`src/rtl/morse_keyer_if.sv`:
```
// Code-word handoff between the ASCII-to-Morse encoder (master) and the keyer (slave).
// code_in/code_valid come from the source; a word is taken on any cycle where valid && ready.
interface morse_keyer_if;
  logic [9:0] code_in;
  logic       code_valid;
  logic       code_ready;

  modport master (output code_in, output code_valid, input code_ready);
  modport slave  (input code_in, input code_valid, output code_ready);
endinterface

```
`src/rtl/morse_keyer.sv`:
```
// Serialises a 10-bit Morse code word (five 2-bit symbols, LSB first) into a timed key signal
// with ITU spacing: dot 1U, dash 3U, intra-letter gap 1U, letter gap 3U, word space 7U.
module morse_keyer #(
  parameter int UNIT_CYCLES = 12_500_000,
  parameter int CNT_W       = 32
) (
  input  logic              clk,
  input  logic              reset,
  morse_keyer_if.slave      code,
  output logic              key_out,
  output logic              busy,
  output logic              letter_done,
  output logic [2:0]        state_dbg
);

  typedef enum logic [2:0] {IDLE, MARK, GAP, LGAP, WGAP} state_t;

  localparam logic [CNT_W-1:0] UNIT_LAST = CNT_W'(UNIT_CYCLES - 1);

  state_t           state, next_state;
  logic [9:0]       shreg;
  logic [2:0]       sym_cnt;
  logic [CNT_W-1:0] cyc_cnt;
  logic [2:0]       unit_cnt;
  logic             expire;
  logic             load;
  logic [2:0]       load_units;
  logic             accept;
  logic             do_shift;

  function automatic logic is_pad(input logic [1:0] sym);
    return (sym == 2'b11) || (sym == 2'b00);
  endfunction

  function automatic logic [2:0] mark_units(input logic [1:0] sym);
    return (sym == 2'b10) ? 3'd3 : 3'd1;
  endfunction

  assign code.code_ready = (state == IDLE);
  assign busy            = (state != IDLE);
  assign state_dbg       = state;

  // The interval ends on its last cycle: both counters at zero while in a timed state.
  assign expire = (state != IDLE) && (cyc_cnt == '0) && (unit_cnt == 3'd0);

  always_comb begin
    next_state  = state;
    load        = 1'b0;
    load_units  = 3'd1;
    accept      = 1'b0;
    do_shift    = 1'b0;
    letter_done = 1'b0;
    case (state)
      IDLE: begin
        if (code.code_valid) begin
          accept = 1'b1;
          load   = 1'b1;
          if (is_pad(code.code_in[1:0])) begin
            next_state = WGAP;
            load_units = 3'd7;
          end else begin
            next_state = MARK;
            load_units = mark_units(code.code_in[1:0]);
          end
        end
      end
      MARK: begin
        if (expire) begin
          do_shift   = 1'b1;
          load       = 1'b1;
          load_units = 3'd1;
          next_state = GAP;
        end
      end
      GAP: begin
        // shreg already holds the next symbol; the first pad ends the character.
        if (expire) begin
          load = 1'b1;
          if ((sym_cnt == 3'd5) || is_pad(shreg[1:0])) begin
            next_state = LGAP;
            load_units = 3'd2;
          end else begin
            next_state = MARK;
            load_units = mark_units(shreg[1:0]);
          end
        end
      end
      LGAP, WGAP: begin
        if (expire) begin
          letter_done = 1'b1;
          next_state  = IDLE;
        end
      end
      default: next_state = IDLE;
    endcase
  end

  always_ff @(posedge clk or posedge reset) begin
    if (reset) begin
      state   <= IDLE;
      key_out <= 1'b0;
    end else begin
      state   <= next_state;
      key_out <= (next_state == MARK);
    end
  end

  always_ff @(posedge clk or posedge reset) begin
    if (reset) begin
      shreg   <= '1;
      sym_cnt <= 3'd0;
    end else if (accept) begin
      shreg   <= code.code_in;
      sym_cnt <= 3'd0;
    end else if (do_shift) begin
      shreg   <= {2'b11, shreg[9:2]};
      sym_cnt <= sym_cnt + 3'd1;
    end
  end

  // Unit timer: cycle counter wraps every UNIT_CYCLES, unit counter counts the remaining units.
  always_ff @(posedge clk or posedge reset) begin
    if (reset) begin
      cyc_cnt  <= '0;
      unit_cnt <= 3'd0;
    end else if (load) begin
      cyc_cnt  <= UNIT_LAST;
      unit_cnt <= load_units - 3'd1;
    end else if (state != IDLE) begin
      if (cyc_cnt == '0) begin
        if (unit_cnt != 3'd0) begin
          unit_cnt <= unit_cnt - 3'd1;
          cyc_cnt  <= UNIT_LAST;
        end
      end else begin
        cyc_cnt <= cyc_cnt - 1'b1;
      end
    end
  end

endmodule

```
`src/flat_wrapper.sv`:
```
// flat-port wrapper written by rule: the top's interface ports become plain ports
module morse_keyer_flat 
#(
  parameter int UNIT_CYCLES = 12_500_000,
  parameter int CNT_W       = 32
)
  (clk, reset, key_out, busy, letter_done, state_dbg, code_code_in, code_code_valid, code_code_ready);
  morse_keyer_if code_i ();
  input  logic clk;
  input  logic reset;
  output logic key_out;
  output logic busy;
  output logic letter_done;
  output logic [2:0] state_dbg;
  input wire logic [$bits(code_i.code_in)-1:0] code_code_in;
  input wire logic [$bits(code_i.code_valid)-1:0] code_code_valid;
  output wire logic [$bits(code_i.code_ready)-1:0] code_code_ready;
  assign code_i.code_in = code_code_in;
  assign code_i.code_valid = code_code_valid;
  assign code_code_ready = code_i.code_ready;
  morse_keyer #(.UNIT_CYCLES(UNIT_CYCLES), .CNT_W(CNT_W)) u_core (.clk(clk), .reset(reset), .code(code_i), .key_out(key_out), .busy(busy), .letter_done(letter_done), .state_dbg(state_dbg));
endmodule
```
`config.mk`:
```
export PLATFORM = sky130hd
export DESIGN_NAME = morse_keyer_flat
export DESIGN_NICKNAME = d
export VERILOG_FILES = /design/src/rtl/morse_keyer_if.sv /design/src/rtl/morse_keyer.sv /design/src/flat_wrapper.sv
export SDC_FILE = /design/constraint.sdc
export NUM_CORES = 1
export LEC_CHECK = 0
export ABC_AREA = 1
export CORE_MARGIN = 2
export CORE_UTILIZATION = 45
export CTS_CLUSTER_DIAMETER = 120
export DETAILED_ROUTE_END_ITERATION = 8
export HOLD_SLACK_MARGIN = 0.03
export PLACE_DENSITY = 0.65
export SETUP_SLACK_MARGIN = 0.4
export SYNTH_ARGS = -nofsm -noshare
export SYNTH_HDL_FRONTEND = slang
export SYNTH_SLANG_ARGS = --single-unit
export TNS_END_PERCENT = 1
```
`constraint.sdc`:
```
create_clock -name clk -period 2 [get_ports clk]
set_input_delay 0.5 -clock clk [delete_from_list [all_inputs] [get_ports clk]]
set_output_delay 0.5 -clock clk [all_outputs]
set_load 0.03 [all_outputs]
```
==> results of run 1 <==
## report_power, final
part	switching (mW)	leakage [nW]	internal (mW)
clock	0.396	0.0487	0.256
sequential	0.294	0.634	1.50
combinational	2.05	1.68	1.54
total	2.74	2.36	3.29
## repair_timing
action,CTS,global route
hold buffers,0,0
hold endpoints to repair,0,0
buffers inserted,7,4
endpoints found under the setup margin,59,57
pin swaps,11,16
resized for setup,33,20
## cells by family after synthesis
kind of cell	synth area share
simple gates	0.421
buf+inv	0.0755
compound gates	0.0745
xor+xnor	0.0371
flops	0.371
fa+ha+maj	0.0212
## final timing paths
check                                                from                        endpoint  depth (start not counted)
min reg2reg                   u_core.shreg[6]$_DFFE_PP1P_     u_core.shreg[6]$_DFFE_PP1P_                          2
min                           u_core.shreg[6]$_DFFE_PP1P_     u_core.shreg[6]$_DFFE_PP1P_                          2
min in group asynchronous                           reset   u_core.cyc_cnt[3]$_DFFE_PP0P_                          3
max                        u_core.cyc_cnt[25]$_DFFE_PP0P_                     letter_done                          8
max in group asynchronous                           reset     u_core.shreg[1]$_DFFE_PP1P_                          3
max reg2reg                 u_core.cyc_cnt[5]$_DFFE_PP0P_  u_core.unit_cnt[2]$_DFFE_PP0P_                         14
## placed cells by master (no fill, tap or decap), drive strengths merged
master	synthesis	final
nand3b	2	2
nor2	87	87
dfstp	10	10
buf	10	86
o22ai	1	1
ha	6	6
xnor2	7	7
nor3	4	4
nand4	10	10
xor2	8	8
dfrtp	42	42
o21ai	32	32
clkinvlp	0	1
nor3b	2	2
a21oi	3	3
clkdlybuf4s50	0	12
inv	47	47
o2111ai	1	1
clkbuf	0	5
or2	1	1
clkinv	0	2
nand3	47	47
dlygate4sd2	0	2
nand2	174	174
clkdlybuf4s15	0	1
o31ai	1	1
## final cells by class
type                            count  area [µm²]
Inverter                           47         185
Timing Repair Buffer              101         878
Fill cell                         733        2960
Sequential cell                    52        1320
Multi-Input combinational cell    386        2120
Clock buffer                        5        68.8
Tap cell                          102         128
Clock inverter                      3        26.3
## flip-flops by register name, summed over array words and instances, names as in the netlist
register	flops
u_core.cyc_cnt	32
u_core.shreg	10
u_core.unit_cnt	3
u_core.key_out	1
u_core.sym_cnt	3
u_core.state_dbg	3
## worst max-delay path, delay by kind of cell (launching register included)
kind | cells | cell delay, ps
buf+inv | 1 | 130
flops | 1 | 410
simple gates | 7 | 850
## stage by stage
step | setup TNS (ps) | util | hold slack, ps
after global placement | -363 | 0.575 | 455
after global routing | -4610 | 0.615 | 503
after detailed placement | -1200 | 0.575 | 460
final | -663 | 0.615 | 474
after CTS | -983 | 0.604 | 478
after floorplan | 0 | - | 442
## routing by layer
| metal | part of all wire | track usage | up-vias |
|---|---|---|---|
| li1 | - | - | 1762 |
| met1 | 0.45 | 0.281 | 1585 |
| met2 | 0.51 | 0.411 | 62 |
| met3 | 0.033 | 0.0391 | 8 |
| met4 | 0.0068 | 0.0368 | 0 |
| met5 | 0 | 0 | - |
==> out/metrics.csv, run 1 <==
metric;value;unit
antenna_left;0;
status;finished, violations left;
wl_per_cell;13.0;µm
cts_tree;done;
dp.cells;677;
synth_edf_count;0;
cap_violations;0;
die_x;92.8;µm
layout-area-overhead-vs-synth;33.3;%
grt_pass1_wl;15500;µm
fmax;0.451;GHz
path_cells;nor2_2, nand2_2, nor2_4, nand4_1, nor2_2, nand3_2, nor2_4, buf_6;
yosys_warnings;0;
period_share;1.11;
post-dp-hpwl;6680;µm
end_kind;output pin;
die_h;92.8;µm
layout_setup_ws;-215;ps
r2r_slack;-120;ps
clkTransAtPathRegs;100;ps
rsz0062_at_grt;yes;
netlist-cell-type-count;34;
setup_viol_count_final;13;
coreArea;0.00769;mm²
violations;setup timing;
p_leak;2.36;nW
yosysMostFrequentCell;nand2_1;
final_cell_area;0.00473;mm²
clkSinkCount;52;
synth_area_leaders;dfrtp_1 30%, nand2_1 17%, nor2_1 7.8%;
postSynthCellCount;495;
ys.flop_type;dfrtp_1;
place.gp.congestion;0.888;
first_pass_iters;4;
place_ws;-150;ps
clock_path_buffers;2;
slew_headroom;0.722;
vdd_drop_max;0.878;mV
grt_max_degree;53;
synth_fp_nets;514;
synth_largest_area_cell;dfrtp_1;
synth_top_area_frac;0.296;
fin_worst_skew;4.45;ps
drive_gt1_frac;0.337;
grt.overflow.total;0;
arrival;1720;ps
syn-cell-area;0.00355;mm²
cts_buffers;5;
instances_no_fill;696;
slew_viol_final;0;
die-area;0.00861;mm²
required;1500;ps
fin_crit;2220;ps
drtIter0Drc;217;
wl;9020;µm
cp_max_fo;2;
tightestPinTransition;416;ps
cpPeakStageDelay;410;ps
yosys-top-cells-count;156 x nand2_1, 74 x nor2_1, 46 x nand3_1;
grt_pass1_vias;3331;
n_antenna_cell;0;
viasPerCell;4.91;
num_vias;3417;
clk_latency;320;ps
finalHoldViolCount;0;
slowest_stage;dfrtp_1;
power;6.03;mW
power.density;1280;mW/mm²
async_reset_ff_frac;1.00;
final_nets;612;
io_buffers;19;
yosysSeqAreaShare;0.371;
start_kind;register;
yosys_register_bits;52;
rows;32;
drc;0;
critical_path_class;register to output pin;
avgSynthCellArea;7.16;µm²
clock-root-buffer;clkbuf_8;
antenna_found_initial;0;
placed_cell_area;0.00442;mm²
grt_usage;0.225;
htree_levels;2;
initial_core_util;0.461;
num_io_pins;20;
hp-class;register to register;
(Power assumes the default switching activity.)
==> run 2: changes to the inputs <==
--- a/config.mk
+++ b/config.mk
@@ -10,6 +10,7 @@
 export CORE_UTILIZATION = 45
 export CTS_CLUSTER_DIAMETER = 120
 export DETAILED_ROUTE_END_ITERATION = 8
+export GPL_ROUTABILITY_DRIVEN = 0
 export HOLD_SLACK_MARGIN = 0.03
 export PLACE_DENSITY = 0.65
 export SETUP_SLACK_MARGIN = 0.4
==> results of run 2 <==
No change in the layout: final DEF, timing and power equal those of run 1.
